==> src/rtl/cla_cntr.sv <==
// Up/down counter with a chained 4-bit carry-look-ahead datapath, driven by a command FSM.
// Optional clamping at the range ends is enabled with `define CLA_CNTR_SATURATE_EN.
module cla_cntr #(
    parameter int WIDTH    = 8,
    parameter int STEP_BIG = 2
) (
    input  logic             clk,
    input  logic             reset_n,
    input  logic             load,
    input  logic             en,
    input  logic             up,
    input  logic             big,
    input  logic [WIDTH-1:0] d_in,
    output logic [WIDTH-1:0] cnt,
    output logic [2:0]       state,
    output logic             tc_up,
    output logic             tc_dn,
    output logic             sat
);

    localparam int NST = WIDTH / 4;

    typedef enum logic [2:0] {
        S_IDLE = 3'b000,
        S_LOAD = 3'b001,
        S_INC  = 3'b010,
        S_INC2 = 3'b011,
        S_DEC  = 3'b100,
        S_DEC2 = 3'b101
    } state_t;

    state_t           state_q, state_d;
    logic [WIDTH-1:0] cnt_q, cnt_d;
    logic [WIDTH-1:0] step, opb, sum;
    logic             is_dec, is_big, cin;
    logic [NST-1:0]   c;

    // Sum of one 4-bit look-ahead block; internal carries come from generate/propagate terms.
    function automatic logic [3:0] cla4_sum(input logic [3:0] a, input logic [3:0] b, input logic ci);
        logic [3:0] g, p;
        logic       c1, c2, c3;
        g  = a & b;
        p  = a ^ b;
        c1 = g[0] | (p[0] & ci);
        c2 = g[1] | (p[1] & g[0]) | (p[1] & p[0] & ci);
        c3 = g[2] | (p[2] & g[1]) | (p[2] & p[1] & g[0]) | (p[2] & p[1] & p[0] & ci);
        return p ^ {c3, c2, c1, ci};
    endfunction

    function automatic logic cla4_cout(input logic [3:0] a, input logic [3:0] b, input logic ci);
        logic [3:0] g, p;
        g = a & b;
        p = a ^ b;
        return g[3] | (p[3] & g[2]) | (p[3] & p[2] & g[1]) | (p[3] & p[2] & p[1] & g[0])
             | (p[3] & p[2] & p[1] & p[0] & ci);
    endfunction

    always_comb begin
        state_d = S_IDLE;
        if (load)      state_d = S_LOAD;
        else if (!en)  state_d = S_IDLE;
        else if (up)   state_d = big ? S_INC2 : S_INC;
        else           state_d = big ? S_DEC2 : S_DEC;
        // Stray codes 110/111 fall back to IDLE regardless of the command inputs.
        if (!(state_q inside {S_IDLE, S_LOAD, S_INC, S_INC2, S_DEC, S_DEC2}))
            state_d = S_IDLE;
    end

    // Decrement is addition of the inverted step with carry-in 1.
    always_comb begin
        is_dec = (state_d == S_DEC) || (state_d == S_DEC2);
        is_big = (state_d == S_INC2) || (state_d == S_DEC2);
        step   = is_big ? WIDTH'(STEP_BIG) : WIDTH'(1);
        opb    = is_dec ? ~step : step;
        cin    = is_dec;
    end

    assign c[0] = cin;

    for (genvar gi = 0; gi < NST; gi++) begin : g_cla
        assign sum[gi*4 +: 4] = cla4_sum(cnt_q[gi*4 +: 4], opb[gi*4 +: 4], c[gi]);
        if (gi < NST - 1) begin : g_carry
            assign c[gi+1] = cla4_cout(cnt_q[gi*4 +: 4], opb[gi*4 +: 4], c[gi]);
        end
    end

`ifdef CLA_CNTR_SATURATE_EN
    logic co, clamp_d, sat_q;

    assign co = cla4_cout(cnt_q[WIDTH-4 +: 4], opb[WIDTH-4 +: 4], c[NST-1]);

    // Increment overflows on carry-out; decrement underflows when no carry comes out.
    always_comb begin
        clamp_d = 1'b0;
        cnt_d   = cnt_q;
        unique case (state_d)
            S_LOAD: cnt_d = d_in;
            S_INC, S_INC2: begin
                clamp_d = co;
                cnt_d   = co ? {WIDTH{1'b1}} : sum;
            end
            S_DEC, S_DEC2: begin
                clamp_d = ~co;
                cnt_d   = co ? sum : {WIDTH{1'b0}};
            end
            default: cnt_d = cnt_q;
        endcase
    end

    always_ff @(posedge clk or negedge reset_n) begin
        if (!reset_n) sat_q <= 1'b0;
        else          sat_q <= clamp_d;
    end

    assign sat = sat_q;
`else
    always_comb begin
        cnt_d = cnt_q;
        unique case (state_d)
            S_LOAD:                       cnt_d = d_in;
            S_INC, S_INC2, S_DEC, S_DEC2: cnt_d = sum;
            default:                      cnt_d = cnt_q;
        endcase
    end

    assign sat = 1'b0;
`endif

    always_ff @(posedge clk or negedge reset_n) begin
        if (!reset_n) begin
            state_q <= S_IDLE;
            cnt_q   <= '0;
        end else begin
            state_q <= state_d;
            cnt_q   <= cnt_d;
        end
    end

    assign cnt   = cnt_q;
    assign state = state_q;
    assign tc_up = &cnt_q;
    assign tc_dn = ~|cnt_q;

endmodule

==> config.mk <==
export PLATFORM = sky130hd
export DESIGN_NAME = cla_cntr
export DESIGN_NICKNAME = d
export VERILOG_FILES = /design/src/rtl/cla_cntr.sv
export SDC_FILE = /design/constraint.sdc
export NUM_CORES = 1
export LEC_CHECK = 0
export CAP_MARGIN = 5
export CORE_MARGIN = 5
export CORE_UTILIZATION = 45
export CTS_CLUSTER_DIAMETER = 200
export DETAILED_ROUTE_END_ITERATION = 7
export DONT_BUFFER_PORTS = 1
export GPL_ROUTABILITY_DRIVEN = 0
export GPL_TIMING_DRIVEN = 0
export PLACE_DENSITY = 0.67
export SLEW_MARGIN = 20
export SYNTH_ARGS = -nofsm -noshare
export SYNTH_HDL_FRONTEND = slang
export SYNTH_SLANG_ARGS = --single-unit
==> constraint.sdc <==
create_clock -name clk -period 4.93 [get_ports clk]
set_clock_uncertainty 0.1 [all_clocks]
set_input_delay 0.2465 -clock clk [delete_from_list [all_inputs] [get_ports clk]]
set_output_delay 0.2465 -clock clk [all_outputs]
set_load 0.05 [all_outputs]
==> results_dict.tcl <==
set metrics [dict create \
    power_density_nw_per_um2 338 \
    utilization_pct 51.0 \
    clk_pin_slew_ps 70 \
    synth.avg_cell_area_sq_um 9.22 \
    swShare_pct 46.6 \
    r2r_slack_ps 1510 \
    dieArea_sq_um 3080 \
    slew_headroom_pct 40.3 \
    cts_resized 0 \
    dp_cells 128 \
    tightest_slew_ps 893 \
    final_nets 129 \
    finalHoldViolCount 0 \
    ys_ff_latch 11 \
    ir_drop_mv 0.211 \
    overflow 0 \
    preCtsSetupSlack_ps 1550 \
    io_buffers 0 \
    cts-root-buf "clkbuf_4" \
    die_h_um 55.5 \
    syn-cell-area_sq_um 931 \
    whs_path_depth 2 \
    cp.required_ps 5020 \
    cp_slowest_stage_delay_ps 660 \
    status "finished, final reports clean" \
    r2r.worst_path.cells 12 \
    cp-start-kind "flop" \
    cpMaxStageDelayCell "dfrtp_1" \
    min_from "d_in[5]" \
    core_region_area_sq_um 1960 \
    initial_core_util_pct 47.4 \
    synth_warnings 0 \
    clk_latency_ps 270 \
    first_pass_iters 4 \
    cts.sinks 11 \
    hp-class "input pin to flop" \
    crit_type "flop to flop" \
    power_frac_comb_pct 30.3 \
    routed_wl_um 2280 \
    crit_arrival_ps 3520 \
    ant_nets 0 \
    synth_cell_types 40 \
    post_drt_via_cell_ratio 5.97 \
    critPathMostFrequentCell "a21oi_1" \
    grt_pass1_wl_um 3670 \
    p_switching_w 0.000158 \
    io_pins 28 \
    grt_max_degree 12 \
    p_total_w 0.000338 \
    cap_violations 0 \
    hpwl_um 1780 \
    synth_nets 123 \
    clock_path_buffers 2 \
    fin_ws_ps 1510 \
    static-leakage-power_nw 0.450 \
    grt_setup_unrepaired "no" \
    fin_setup_tns_ps 0 \
    crit_fanout 10 \
    cts-htree-levels 1 \
    vias 794 \
    num_rows 16 \
    layout-drive-gt1-share_pct 11.3 \
    crit_chain "nand2_1 > buf_4 > a21oi_1 > a21oi_1 > nand2b_1 > ha_1 > and4b_1 > a32o_2 > o21ai_0 > nor2b_1 > fa_1 > mux2i_1" \
    maxSlewViolCount 0 \
    first_iter_violations 15 \
    cts_tree "built" \
    antenna_found_initial 0 \
    grt.total_usage_pct 15.0 \
    reg2reg_from "state[1]" \
    setup_viol 0 \
    synth_cells 101 \
    final_cells 133 \
    wl_per_cell_um 17.2 \
    final_common_cell "dfrtp_1" \
    post-route-drc-count 0 \
    fin_crit_sh_pct 69.4 \
    hold_end "cnt[5]" \
    n_antenna_cell 0 \
    layout_common_cells "11 x dfrtp_1, 8 x a21oi_1, 7 x nor2_1, 7 x ha_1, 6 x mux2i_1" \
    power_frac_seq_pct 51.2 \
    cts_buffers 3 \
    die_x_um 55.5 \
    max_freq_mhz 292 \
    end_kind "flop" \
    clkPwrFrac_pct 18.6 \
    fin_crit_ps 3420 \
    intPower_w 0.000181 \
    reg2reg_to "cnt[4]" \
    grt_pass1_vias 760 \
    seq_area_frac_synth_pct 29.6 \
    syn_to_final_growth_pct 7.53 \
]
-- synthesized netlist by cell type --
| master | n | area (sq um) |
|---|---|---|
| fa_1 | 1 | 20.0 |
| nand4b_1 | 1 | 8.76 |
| nand2b_1 | 1 | 6.26 |
| o21ai_0 | 2 | 10.0 |
| nand2_4 | 1 | 11.3 |
| nand4_1 | 4 | 25.0 |
| a21boi_0 | 1 | 7.51 |
| a21oi_1 | 8 | 40.0 |
| buf_2 | 2 | 10.0 |
| or4_1 | 2 | 15.0 |
| a211o_1 | 1 | 8.76 |
| o21bai_1 | 2 | 15.0 |
| a21o_2 | 1 | 8.76 |
| a32oi_1 | 1 | 8.76 |
| o2111ai_1 | 1 | 8.76 |
| a21o_1 | 1 | 7.51 |
| xnor2_1 | 2 | 17.5 |
| xor2_1 | 2 | 17.5 |
| conb_1 | 1 | 3.75 |
| ha_1 | 7 | 87.6 |
| and3_1 | 4 | 25.0 |
| buf_4 | 2 | 15.0 |
| and2_1 | 1 | 6.26 |
| and4b_1 | 1 | 10.0 |
| o21ai_2 | 1 | 8.76 |
| o2bb2ai_1 | 2 | 17.5 |
| nor2_1 | 7 | 26.3 |
| nor2b_4 | 1 | 13.8 |
| nand3_1 | 1 | 5.00 |
| nor2b_1 | 1 | 6.26 |
| nand2_1 | 5 | 18.8 |
| a32o_2 | 1 | 11.3 |
| a31oi_1 | 3 | 18.8 |
| mux2i_1 | 6 | 60.1 |
| nor3b_1 | 1 | 7.51 |
| inv_1 | 4 | 15.0 |
| a211oi_1 | 3 | 22.5 |
| nand3b_1 | 3 | 22.5 |
| dfrtp_1 | 11 | 275 |
| o31ai_1 | 1 | 7.51 |
-- critical path, delay by kind of cell, from the launching register on --
kind                       cells  cell delay (ps)
muxes                          1              140
and+or+nand+nor                4              810
buffers and inverters          1              250
AOI/OAI and AO/OA              4              610
DFF                            1              660
adders and majority gates      2              750
-- worst max-delay path by stage --
| stage | depth (start not counted) | from | to |
|---|---|---|---|
| global placement | 14 | state[1] | cnt[5] |
| finish | 12 | state[1] | cnt[4] |
| global route | 14 | state[1] | cnt[5] |
| detailed placement | 14 | state[1] | cnt[5] |
| CTS | 12 | state[1] | cnt[4] |
| floorplan | 12 | state[1] | cnt[4] |
-- area by class of cell --
cell class,instances,area [sq um]
Buffer,4,25.0
Clock buffer,4,26.3
Fill cell,208,961
Inverter,4,15.0
Multi-Input combinational cell,82,616
Sequential cell,11,275
Tap cell,27,33.8
Timing Repair Buffer,1,10.0
-- registers in the layout, indices dropped and copies added, names as in the netlist --
name,count
state,3
cnt,8
-- repair_timing --
action | in CTS | in global routing
endpoints found under the hold margin | 11 | 0
buffers inserted | 0 | 0
hold buffers | 1 | 0
-- cells by family after synthesis --
kind of cell,synth area share [%]
buffers and inverters,4.30
XOR/XNOR,3.76
flip-flops,29.6
adder cells (fa/ha/maj),11.6
other,0.403
AO/OA/AOI/OAI,21.6
AND/OR/NAND/NOR,22.3
multiplexers,6.45
-- power groups by stage --
stage / combinational [W] / sequential (W) / clock (W)
after CTS: 0.000103 / 0.000174 / 0.0000647
after detailed placement: 0.0000985 / 0.000176 / 0
after global placement: 0.0000977 / 0.000176 / 0
final: 0.000102 / 0.000173 / 0.0000629
after floorplan: 0.0000839 / 0.000168 / 0
after global routing: 0.000114 / 0.000177 / 0.0000707
-- metal layers --
layer / GRT usage (%) / up-vias / share of wire (%)
met5: 0 / - / 0
met4: 3.13 / 0 / 0.74
met3: 6.76 / 2 / 7.4
met2: 25.2 / 21 / 48
met1: 17.6 / 382 / 44
li1: - / 389 / -
-- metrics by stage --
stage / area (sq um) / hold slack (ps)
after floorplan: 931 / -149
after global placement: 965 / -149
after detailed placement: 965 / -149
after CTS: 1000 / 19.8
after global routing: 1000 / 15.2
final: 1000 / 20.6
Note: power is estimated with default switching activity, not from simulation.
